**config.mk**
```make
export PLATFORM = sky130hd
export DESIGN_NAME = datapath_core_flat
export DESIGN_NICKNAME = d
export VERILOG_FILES = /design/src/rtl/datapath_pkg.sv /design/src/rtl/datapath_if.sv /design/src/rtl/datapath_alu.sv /design/src/rtl/datapath_core.sv /design/src/flat_wrapper.sv
export SDC_FILE = /design/constraint.sdc
export NUM_CORES = 1
export LEC_CHECK = 0
export BUFFER_PORTS_ARGS = -buffer_cell sky130_fd_sc_hd__buf_4
export CAP_MARGIN = 30
export CELL_PAD_IN_SITES_DETAIL_PLACEMENT = 1
export CELL_PAD_IN_SITES_GLOBAL_PLACEMENT = 2
export CORE_ASPECT_RATIO = 0.75
export CORE_MARGIN = 2
export CORE_UTILIZATION = 36
export DETAILED_ROUTE_END_ITERATION = 8
export PLACE_DENSITY = 0.83
export SYNTH_ARGS = -nofsm -noshare
export SYNTH_HDL_FRONTEND = slang
export SYNTH_SLANG_ARGS = --single-unit
```
**constraint.sdc**
```tcl
create_clock -name clk -period 5.25 [get_ports clk]
set_input_delay 1.05 -clock clk [delete_from_list [all_inputs] [get_ports clk]]
set_output_delay 1.05 -clock clk [all_outputs]
set_load 0.01 [all_outputs]
```
**src/rtl/datapath_pkg.sv**
```systemverilog
// Shared encodings for the datapath core: bus source codes, ALU ops,
// load-enable bit positions and memory FSM states.
package datapath_pkg;

  localparam logic [3:0] SRC_ZERO = 4'd0;
  localparam logic [3:0] SRC_PC   = 4'd1;
  localparam logic [3:0] SRC_AR   = 4'd2;
  localparam logic [3:0] SRC_DR   = 4'd3;
  localparam logic [3:0] SRC_TR   = 4'd4;
  localparam logic [3:0] SRC_R    = 4'd5;
  localparam logic [3:0] SRC_RA   = 4'd6;
  localparam logic [3:0] SRC_RB   = 4'd7;
  localparam logic [3:0] SRC_RC   = 4'd8;
  localparam logic [3:0] SRC_AC   = 4'd9;

  typedef enum logic [2:0] {
    ALU_NOP = 3'b000,
    ALU_ADD = 3'b001,
    ALU_SUB = 3'b010,
    ALU_AND = 3'b011,
    ALU_OR  = 3'b100,
    ALU_XOR = 3'b101,
    ALU_NOT = 3'b110,
    ALU_CLR = 3'b111
  } alu_op_e;

  localparam int CB_PC  = 0;
  localparam int CB_AR  = 1;
  localparam int CB_DR  = 2;
  localparam int CB_TR  = 3;
  localparam int CB_R   = 4;
  localparam int CB_RA  = 5;
  localparam int CB_RB  = 6;
  localparam int CB_RC  = 7;
  localparam int CB_AC  = 8;
  localparam int CB_OUT = 9;

  typedef enum logic [1:0] {
    ST_IDLE    = 2'd0,
    ST_RD_WAIT = 2'd1,
    ST_WR_WAIT = 2'd2
  } mem_state_e;

endpackage

```
**src/rtl/datapath_if.sv**
```systemverilog
// Data-memory request/acknowledge bus between the datapath core (master)
// and the data memory (slave).
interface datapath_mem_if #(
  parameter int DATA_W = 8,
  parameter int ADDR_W = 8
);
  logic [ADDR_W-1:0] mem_addr;
  logic [DATA_W-1:0] mem_wdata;
  logic              mem_rd;
  logic              mem_wr;
  logic [DATA_W-1:0] mem_rdata;
  logic              mem_ready;

  modport master (
    output mem_addr, mem_wdata, mem_rd, mem_wr,
    input  mem_rdata, mem_ready
  );

  modport slave (
    input  mem_addr, mem_wdata, mem_rd, mem_wr,
    output mem_rdata, mem_ready
  );
endinterface

```
**src/rtl/datapath_alu.sv**
```systemverilog
// Combinational ALU: a is the accumulator, b is the bus. Zero flag is
// taken from the result it produces.
module alu_unit
  import datapath_pkg::*;
#(
  parameter int DATA_W = 8
) (
  input  logic [DATA_W-1:0] a,
  input  logic [DATA_W-1:0] b,
  input  alu_op_e           op,
  output logic [DATA_W-1:0] result,
  output logic              zero
);
  always_comb begin
    result = a;
    case (op)
      ALU_ADD: result = a + b;
      ALU_SUB: result = a - b;
      ALU_AND: result = a & b;
      ALU_OR:  result = a | b;
      ALU_XOR: result = a ^ b;
      ALU_NOT: result = ~a;
      ALU_CLR: result = '0;
      default: result = a;
    endcase
  end

  assign zero = (result == '0);
endmodule

```
**src/rtl/datapath_core.sv**
```systemverilog
// Register-transfer datapath executing one control word per clock, with a
// three-state FSM handling data-memory reads and writes.
module datapath_core
  import datapath_pkg::*;
#(
  parameter int DATA_W = 8,
  parameter int ADDR_W = 8
) (
  input  logic              clk,
  input  logic              rst_n,
  input  logic [3:0]        A_bus,
  input  logic [2:0]        ALU,
  input  logic [9:0]        C_bus,
  input  logic              LDIR,
  input  logic              PC_INC,
  input  logic              AC_INC,
  input  logic              RA_INC,
  input  logic              RB_INC,
  input  logic              RC_INC,
  input  logic              read,
  input  logic              write,
  output logic [5:0]        IR,
  output logic              busy,
  output logic              z_flag,
  output logic              err,
  output logic [DATA_W-1:0] out_reg,
  datapath_mem_if.master    mem
);
  logic [DATA_W-1:0] pc_q, ar_q, dr_q, tr_q, r_q, ra_q, rb_q, rc_q, ac_q, out_q;
  logic [DATA_W-1:0] pc_d, ar_d, dr_d, tr_d, r_d, ra_d, rb_d, rc_d, ac_d, out_d;
  logic [5:0]        ir_q, ir_d;
  logic              z_q, z_d, err_q, err_d, rd_q, rd_d, wr_q, wr_d;
  mem_state_e        state_q, state_d;
  logic [DATA_W-1:0] bus, alu_res;
  logic              alu_zero, exec;

  function automatic logic [DATA_W-1:0] inc(input logic [DATA_W-1:0] v);
    return v + {{(DATA_W-1){1'b0}}, 1'b1};
  endfunction

  always_comb begin
    bus = '0;
    case (A_bus)
      SRC_PC:  bus = pc_q;
      SRC_AR:  bus = ar_q;
      SRC_DR:  bus = dr_q;
      SRC_TR:  bus = tr_q;
      SRC_R:   bus = r_q;
      SRC_RA:  bus = ra_q;
      SRC_RB:  bus = rb_q;
      SRC_RC:  bus = rc_q;
      SRC_AC:  bus = ac_q;
      default: bus = '0;
    endcase
  end

  alu_unit #(.DATA_W(DATA_W)) u_alu (
    .a      (ac_q),
    .b      (bus),
    .op     (alu_op_e'(ALU)),
    .result (alu_res),
    .zero   (alu_zero)
  );

  assign exec = (state_q == ST_IDLE);

  always_comb begin
    pc_d = pc_q; ar_d = ar_q; dr_d = dr_q; tr_d = tr_q; r_d = r_q;
    ra_d = ra_q; rb_d = rb_q; rc_d = rc_q; ac_d = ac_q; out_d = out_q;
    ir_d = ir_q; z_d = z_q; err_d = err_q; rd_d = rd_q; wr_d = wr_q;
    state_d = state_q;
    case (state_q)
      ST_IDLE: begin
        // Bus load beats increment on every register that has both.
        if (C_bus[CB_PC]) pc_d = bus; else if (PC_INC) pc_d = inc(pc_q);
        if (C_bus[CB_AR]) ar_d = bus;
        if (C_bus[CB_DR]) dr_d = bus;
        if (C_bus[CB_TR]) tr_d = bus;
        if (C_bus[CB_R])  r_d  = bus;
        if (C_bus[CB_RA]) ra_d = bus; else if (RA_INC) ra_d = inc(ra_q);
        if (C_bus[CB_RB]) rb_d = bus; else if (RB_INC) rb_d = inc(rb_q);
        if (C_bus[CB_RC]) rc_d = bus; else if (RC_INC) rc_d = inc(rc_q);
        if (C_bus[CB_OUT]) out_d = bus;
        if (ALU != ALU_NOP) begin
          ac_d = alu_res;
          z_d  = alu_zero;
        end else if (C_bus[CB_AC]) begin
          ac_d = bus;
        end else if (AC_INC) begin
          ac_d = inc(ac_q);
        end
        if (LDIR) ir_d = dr_q[5:0];
        if (read && write) begin
          err_d = 1'b1;
        end else if (read) begin
          rd_d    = 1'b1;
          state_d = ST_RD_WAIT;
        end else if (write) begin
          wr_d    = 1'b1;
          state_d = ST_WR_WAIT;
        end
      end
      ST_RD_WAIT: begin
        if (mem.mem_ready) begin
          dr_d    = mem.mem_rdata;
          rd_d    = 1'b0;
          state_d = ST_IDLE;
        end
      end
      ST_WR_WAIT: begin
        if (mem.mem_ready) begin
          wr_d    = 1'b0;
          state_d = ST_IDLE;
        end
      end
      default: state_d = ST_IDLE;
    endcase
  end

  always_ff @(posedge clk or negedge rst_n) begin
    if (!rst_n) begin
      pc_q <= '0; ar_q <= '0; dr_q <= '0; tr_q <= '0; r_q <= '0;
      ra_q <= '0; rb_q <= '0; rc_q <= '0; ac_q <= '0; out_q <= '0;
      ir_q <= '0; z_q <= 1'b0; err_q <= 1'b0; rd_q <= 1'b0; wr_q <= 1'b0;
      state_q <= ST_IDLE;
    end else begin
      pc_q <= pc_d; ar_q <= ar_d; dr_q <= dr_d; tr_q <= tr_d; r_q <= r_d;
      ra_q <= ra_d; rb_q <= rb_d; rc_q <= rc_d; ac_q <= ac_d; out_q <= out_d;
      ir_q <= ir_d; z_q <= z_d; err_q <= err_d; rd_q <= rd_d; wr_q <= wr_d;
      state_q <= state_d;
    end
  end

  assign busy          = ~exec;
  assign IR            = ir_q;
  assign z_flag        = z_q;
  assign err           = err_q;
  assign out_reg       = out_q;
  assign mem.mem_addr  = ar_q[ADDR_W-1:0];
  assign mem.mem_wdata = dr_q;
  assign mem.mem_rd    = rd_q;
  assign mem.mem_wr    = wr_q;
endmodule

```
**src/flat_wrapper.sv**
```systemverilog
// flat-port wrapper written by rule: the top's interface ports become plain ports
module datapath_core_flat import datapath_pkg::*;
#(
  parameter int DATA_W = 8,
  parameter int ADDR_W = 8
)
  (clk, rst_n, A_bus, ALU, C_bus, LDIR, PC_INC, AC_INC, RA_INC, RB_INC, RC_INC, read, write, IR, busy, z_flag, err, out_reg, mem_mem_addr, mem_mem_wdata, mem_mem_rd, mem_mem_wr, mem_mem_rdata, mem_mem_ready);
  datapath_mem_if #(.DATA_W(DATA_W), .ADDR_W(ADDR_W)) mem_i ();
  input  logic clk;
  input  logic rst_n;
  input  logic [3:0] A_bus;
  input  logic [2:0] ALU;
  input  logic [9:0] C_bus;
  input  logic LDIR;
  input  logic PC_INC;
  input  logic AC_INC;
  input  logic RA_INC;
  input  logic RB_INC;
  input  logic RC_INC;
  input  logic read;
  input  logic write;
  output logic [5:0] IR;
  output logic busy;
  output logic z_flag;
  output logic err;
  output logic [DATA_W-1:0] out_reg;
  output wire logic [$bits(mem_i.mem_addr)-1:0] mem_mem_addr;
  output wire logic [$bits(mem_i.mem_wdata)-1:0] mem_mem_wdata;
  output wire logic [$bits(mem_i.mem_rd)-1:0] mem_mem_rd;
  output wire logic [$bits(mem_i.mem_wr)-1:0] mem_mem_wr;
  input wire logic [$bits(mem_i.mem_rdata)-1:0] mem_mem_rdata;
  input wire logic [$bits(mem_i.mem_ready)-1:0] mem_mem_ready;
  assign mem_mem_addr = mem_i.mem_addr;
  assign mem_mem_wdata = mem_i.mem_wdata;
  assign mem_mem_rd = mem_i.mem_rd;
  assign mem_mem_wr = mem_i.mem_wr;
  assign mem_i.mem_rdata = mem_mem_rdata;
  assign mem_i.mem_ready = mem_mem_ready;
  datapath_core #(.DATA_W(DATA_W), .ADDR_W(ADDR_W)) u_core (.clk(clk), .rst_n(rst_n), .A_bus(A_bus), .ALU(ALU), .C_bus(C_bus), .LDIR(LDIR), .PC_INC(PC_INC), .AC_INC(AC_INC), .RA_INC(RA_INC), .RB_INC(RB_INC), .RC_INC(RC_INC), .read(read), .write(write), .IR(IR), .busy(busy), .z_flag(z_flag), .err(err), .out_reg(out_reg), .mem(mem_i));
endmodule
```
==> results of run 1 <==
==> routing by layer <==
| metal | vias up | global-route usage | share of wire |
|---|---|---|---|
| met1 | 2985 | 0.346 | 0.47 |
| met5 | - | 0 | 0 |
| li1 | 2735 | - | - |
| met4 | 0 | 0.0682 | 0.018 |
| met3 | 30 | 0.0502 | 0.055 |
| met2 | 178 | 0.368 | 0.45 |
==> synth_stat cells (4+ instances only) <==
cell type   n
a211oi_1    4
a21o_1      8
a21oi_1    80
a22oi_1    20
a31oi_1     9
a32o_1      4
a32oi_1    12
and2_1      6
and3_1     15
buf_1       8
buf_2       9
buf_6       7
clkbuf_1   29
dfrtp_1    92
ha_1       33
inv_1      26
mux2_2     19
mux2i_1     6
nand2_1    40
nand2b_1    6
nand3_1    20
nand3b_1    6
nor2_1     83
nor2b_1    12
nor3_1     16
o21a_1      4
o21ai_0    34
o21ai_1     5
o22a_1     19
o22ai_1    14
xnor2_1    13
xor2_1      4
==> stage by stage <==
step / area, um^2 / util / cells / power (mW) / hold WS (ns)
2_1_floorplan: 6330 / - / 724 / 2.97 / 0.473
3_3_place_gp: 7010 / 0.412 / 993 / 3.76 / 0.457
3_5_place_dp: 7010 / 0.412 / 993 / 3.88 / 0.477
4_1_cts: 7330 / 0.430 / 1009 / 4.60 / 0.500
5_1_grt: 7330 / 0.430 / 1009 / 4.93 / 0.534
6_report: 7330 / 0.430 / 1009 / 4.58 / 0.492
==> layout make-up <==
type | instances | area [um^2] | share of cell area
tap | 236 | 295 | 0.0403
clock buffer | 9 | 225 | 0.0307
clock inverter | 7 | 88.8 | 0.0121
multi-input combinational | 551 | 3660 | 0.500
timing repair buffer | 86 | 646 | 0.0881
sequential | 92 | 2300 | 0.314
inverter | 28 | 105 | 0.0143
==> critical path: stages <==
cell and delay, ns:
buf_4 0.19, nor2b_1 0.55, a22oi_1 0.20, o221ai_1 0.28, nor2_1 0.11, ha_1 0.30
nor2_1 0.04, a21oi_1 0.23, inv_1 0.08, ha_1 0.27, nor2b_1 0.14, o21a_1 0.21
o31a_1 0.29, o41ai_1 0.30, xnor3_1 0.47, a21oi_2 0.17, a32o_1 0.18
==> worst max path at each step <==
stage / end / slack [ns] / cells after the start
after floorplan: u_core.z_flag / 0.53 / 19
after global routing: u_core.z_flag / 0.21 / 17
after detailed placement: u_core.z_flag / 0.25 / 17
after global placement: u_core.z_flag / 0.38 / 17
final: u_core.z_flag / 0.47 / 17
after CTS: u_core.z_flag / 0.55 / 17
==> cells by family (layout without fill, tap and decap cells) <==
logic type	Yosys count	after routing	synth area share
AOI/OAI and AO/OA	240	240	0.248
and+or+nand+nor	232	232	0.187
DFF	92	92	0.363
buffers and inverters	81	130	0.0581
adders and majority gates	34	34	0.0684
muxes	27	27	0.0474
xor gates and xnor gates	18	18	0.0271
==> layout by cell type (no fill, tap or decap), drive strengths merged, types with 14 or more instances in the layout <==
cell type	n
and3	15
dfrtp	92
ha	33
o21ai	39
nand2	40
a21oi	81
nor2	83
nor3	16
a22oi	20
inv	31
o22a	19
nand3	20
o22ai	14
buf	86
mux2	21
==> power by group through the flow <==
stage	Sequential, mW	Clock, mW	Combinational, mW
floorplan	1.38	0	1.59
global placement	1.51	0	2.25
detailed placement	1.52	0	2.36
CTS	1.51	0.708	2.38
global route	1.57	0.735	2.63
finish	1.52	0.694	2.37
==> impl_results.md, run 1 <==
* Clock transition at the registers of the reported paths at 0.08 ns
* Worst slack at placement at 0.249 ns
* Final worst path period need at 4.78 ns
* Vias after detailed routing at 5928
* Total routing usage reported by global routing at 0.241
* Effective utilization at floorplan at 0.372
* Synth warnings at 0
* WL final at 21.8 mm
* Average footprint of a synthesized cell at 8.75 um^2
* Commonest register cell after synthesis: dfrtp_1
* Clock tree sinks at 92
* Worst-Margin Slew at 1.01 ns
* Largest net degree at the start of global routing at 58
* Tightest slew margin relative to the limit at 0.320
* Average wire per standard cell at 21.6 um
* Chip Height at 119 um
* Chip Width at 157 um
* Vias per cell at 5.88
* Worst R2R Path Depth at 16
* Global-route wire length before repair at 34.9 mm
* Internal Pwr Total at 2.46 mW
* Max IR drop VDD at 305 uV
* Crit Path Max Fanout at 27
* Library cell used as clock root buffer: clkbuf_16
* Library cells used by synthesis at 74
* Final Cycle Share at 0.911
* Worst Path Arrival at 5.09 ns
* Top-level I/O count at 71
* Hold Path Origin: u_core.err
* Clk Latency, worst-skew pair at 0.36 ns
* Cell taking the most area after synthesis: dfrtp_1
* Layout area overhead at 15.7%
* Cell depth of the worst min-delay path at 1
* Upper clock frequency limit at 209 MHz
* Count of flip-flops with a built-in enable after synthesis at 0
* Biggest area contributors in the synthesized netlist: dfrtp_1 (36%), ha_1 (6.5%), a21oi_1 (6.3%)
* Worst r2r src: u_core.ac_q[1]
* Part of the Yosys area used for sequential elements at 0.363
* TritonCTS clock tree: done
* DRT Pass-1 Iters at 5
* Number of DRC violations after detailed routing at 0
* Share of power burned in combinational logic at 0.517
* Final layout net count at 838
* Type of the setup path with the least slack: primary input to register
* Number of antenna violations at the first check in global routing at 0
* Die area at 0.0187 mm^2
* Share of Yosys cell area claimed by the top area cell type at 0.363
* Total core area at 0.0170 mm^2
* GRT Residual Overflow at 0
* Antenna Cells at 0
* Post-detailed-route count of antenna-violating nets at 0
* Final weighted congestion of routability-driven global placement at 0.882
* Buffers added on ports at 70
* Critical Path End Type: register
* Number of hold violations in the final report at 0
* Mapped Area at 0.00633 mm^2
* Switching power of the nets at 2.12 mW
* Register bit total from synthesis at 92
* Clock network fraction of design power at 0.151
* Switching Share at 0.463
* Setup Buffers After CTS at 0
* Class of the tightest hold or removal check: register to register
* Startpoint class of the critical path: primary input
* Leakage power summed over all cells at 3.22 nW
* Status: finished, final reports clean
* Setup slack after layout at 0.465 ns
* Count of cells resized by post-cts repair at 0
* Number of maximum-capacitance violations at 0
* Async set-reset flop share out of synthesis at 1.00
* Fill cell count at 2017
* Fraction of layout cells with a size suffix above 1 at 0.176
* Number of DRC markers after the initial detailed-route iteration at 314
* Setup violation total in the final timing report at 0
* Max Clock Skew at 0.00821 ns
* Level count of the clock H-tree at 3
* Unrepaired setup endpoints after global routing: false
* Worst Hold Path EP: u_core.err
* Largest buffer count on any clock path at 2
* Number of cells produced by synthesis at 724
* Setup slack, reg-to-reg at 1.23 ns
* Crit path required time at 5.55 ns
* Slew Viols, Final at 0
* Worst reg2reg path endpoint: u_core.z_flag
* Syn_nets at 794
* Inserted Clock Buffers at 9
* Setup crit start: A_bus[3]
* Half-perimeter wire length after detailed placement at 15.8 mm
* Sequential fraction of design power at 0.332
* Via count of the first global-routing pass at 6110
* Hold-fix buffers, CTS at 0
* Setup total negative slack at 0 ns
* # rows at 41
* Power density cells at 626 mW/mm^2
Note: power is estimated with default switching activity, not from simulation.
==> run 2, diff against run 1 <==
--- a/config.mk
+++ b/config.mk
@@ -14,6 +14,7 @@
 export CORE_UTILIZATION = 36
 export DETAILED_ROUTE_END_ITERATION = 8
 export PLACE_DENSITY = 0.83
+export SLEW_MARGIN = 20
 export SYNTH_ARGS = -nofsm -noshare
 export SYNTH_HDL_FRONTEND = slang
 export SYNTH_SLANG_ARGS = --single-unit
==> constraint.sdc (replaced) <==
create_clock -name clk -period 5.4 [get_ports clk]
set_input_delay 1.08 -clock clk [delete_from_list [all_inputs] [get_ports clk]]
set_output_delay 1.08 -clock clk [all_outputs]
set_load 0.005 [all_outputs]
==> impl_results.md, run 2 (synthesis gave the netlist of run 1 again) <==
* Number of DRC markers after the initial detailed-route iteration at 412
* Worst R2R Path Depth at 16
* Top-level I/O count at 71
* Effective utilization at floorplan at 0.372
* Startpoint class of the critical path: primary input
* Crit-path leading delay family: compound AO/OA/AOI/OAI gates
* Final worst path period need at 4.87 ns
* Die area at 0.0187 mm^2
* Clk Latency, worst-skew pair at 0.36 ns
* Vias per cell at 5.91
* Number of hold violations in the final report at 0
* Clock transition at the registers of the reported paths at 0.08 ns
* Antenna Cells at 0
* Largest buffer count on any clock path at 2
* Clock network fraction of design power at 0.149
* Class of the tightest hold or removal check: register to register
* Total core area at 0.0170 mm^2
* Status: finished, final reports clean
* Global-route wire length before repair at 35.5 mm
* Vias after detailed routing at 5979
* Number of antenna violations at the first check in global routing at 0
* Final layout net count at 840
* WL final at 22.4 mm
* Library cell used as clock root buffer: clkbuf_16
* Worst-path cell chain: buf_4 -> nor2b_1 -> a22oi_1 -> o221ai_1 -> nor2_1 -> ha_1 -> nor2_1 -> a21oi_1 -> inv_1 -> ha_1 -> nor2b_1 -> o21a_1 -> o31a_1 -> o41ai_1 -> xnor3_1 -> a21oi_2 -> a32o_1
* Inserted Clock Buffers at 9
* Setup Buffers After CTS at 0
* Switching Share at 0.459
* Highest-count cells in the layout ignoring fill and taps: dfrtp_1 (92), buf_4 (88), nor2_1 (83)
* Setup slack after layout at 0.525 ns
* Count of cells resized by post-cts repair at 0
* Setup total negative slack at 0 ns
* Switching power of the nets at 2.04 mW
* Leakage power summed over all cells at 3.22 nW
* Final Cycle Share at 0.903
* Number of maximum-capacitance violations at 0
* GRT Residual Overflow at 0
* Power density cells at 605 mW/mm^2
* Critical path buffers and inverters at 2
* Crit path required time at 5.69 ns
* Average wire per standard cell at 22.2 um
* Number of DRC violations after detailed routing at 0
* Hold-fix buffers, CTS at 0
* Crit Path Max Fanout at 15
* Share of power burned in combinational logic at 0.518
* Fill cell count at 2039
* Total routing usage reported by global routing at 0.248
* Cell count along the critical path at 17
* Chip Height at 119 um
* Chip Width at 157 um
* DRT Pass-1 Iters at 5
* Most common library cell in the layout ignoring fill and taps: dfrtp_1
* Sequential fraction of design power at 0.333
* Buffers added on ports at 70
* Layout area overhead at 15.7%
* Tightest slew margin relative to the limit at 0.388
* Cell depth of the worst min-delay path at 1
* Half-perimeter wire length after detailed placement at 15.9 mm
* Largest stage delay on the critical path at 0.53 ns
* Upper clock frequency limit at 205 MHz
* Type of the setup path with the least slack: primary input to register
* Max IR drop VDD at 283 uV
* Worst slack at placement at 0.259 ns
* Setup violation total in the final timing report at 0
* TritonCTS clock tree: done
* Internal Pwr Total at 2.40 mW
* Critical Path End Type: register
* Level count of the clock H-tree at 3
* Via count of the first global-routing pass at 6082
* Slew Viols, Final at 0
* Unrepaired setup endpoints after global routing: false
* Worst-Margin Slew at 0.914 ns
* Max Clock Skew at 0.00854 ns
* Fraction of layout cells with a size suffix above 1 at 0.178
* Final weighted congestion of routability-driven global placement at 0.902
* Worst Path Arrival at 5.17 ns
* Crit path max-delay cell type: nor2b_1
* Largest net degree at the start of global routing at 56
* Post-detailed-route count of antenna-violating nets at 0
* # rows at 41
* Clock tree sinks at 92
run 2: cell types whose count changed in the layout (fill, tap and decap cells not counted):
cell / before / now
inv_8: 2 / 1
buf_4: 86 / 88
clkinvlp_4: 0 / 1
clkinv_4: 0 / 1
clkinv_8: 3 / 2
run 2: cell type report:
class / count / area [um^2] / share of cell area
sequential: 92 / 2300 / 0.314
timing repair buffer: 88 / 661 / 0.0901
multi-input combinational: 551 / 3660 / 0.500
inverter: 28 / 105 / 0.0143
tap: 236 / 295 / 0.0403
clock inverter: 7 / 77.6 / 0.0106
clock buffer: 9 / 225 / 0.0307
run 2: worst paths after layout:
check,from,to,slack (ns)
setup / recovery,A_bus[2],u_core.z_flag,0.53
hold / removal,u_core.err,u_core.err,0.49
setup reg to reg,u_core.rb_q[0],u_core.z_flag,1.39
hold reg to reg,u_core.err,u_core.err,0.49
max in group asynchronous,rst_n,u_core.tr_q[7],3.62
min in group asynchronous,rst_n,u_core.rb_q[2],0.79
run 2: metrics by stage:
step                      total power, mW  hold slack [ns]   util  instances  instance area [um^2]
after global routing                 4.77            0.519  0.430       1011                  7330
after global placement               3.60            0.456  0.411        991                  7000
after floorplan                      2.84            0.466      -        724                  6330
after CTS                            4.42            0.498  0.429       1007                  7300
after detailed placement             3.73            0.476  0.411        991                  7000
final                                4.44            0.488  0.430       1011                  7330
run 2: routing by layer:
layer	track usage	wire length (um)
met1	0.352	10400
met2	0.380	10200
met3	0.0549	1450
met4	0.0659	414
met5	0	0
run 2: power by group through the flow:
| stage | clock network [mW] | logic, mW | registers (mW) |
|---|---|---|---|
| global placement | 0 | 2.14 | 1.46 |
| global route | 0.698 | 2.55 | 1.52 |
| finish | 0.660 | 2.30 | 1.48 |
| CTS | 0.673 | 2.28 | 1.47 |
| floorplan | 0 | 1.54 | 1.30 |
| detailed placement | 0 | 2.25 | 1.48 |
run 2: worst register-to-register path, delay by kind of cell, from the launching register on:
kind / cells / cell delay [ns]
AO/OA/AOI/OAI: 8 / 1.85
XOR/XNOR: 1 / 0.46
adder cells (fa/ha/maj): 2 / 0.45
buffers and inverters: 1 / 0.09
flip-flops: 1 / 0.48
AND/OR/NAND/NOR: 4 / 0.62
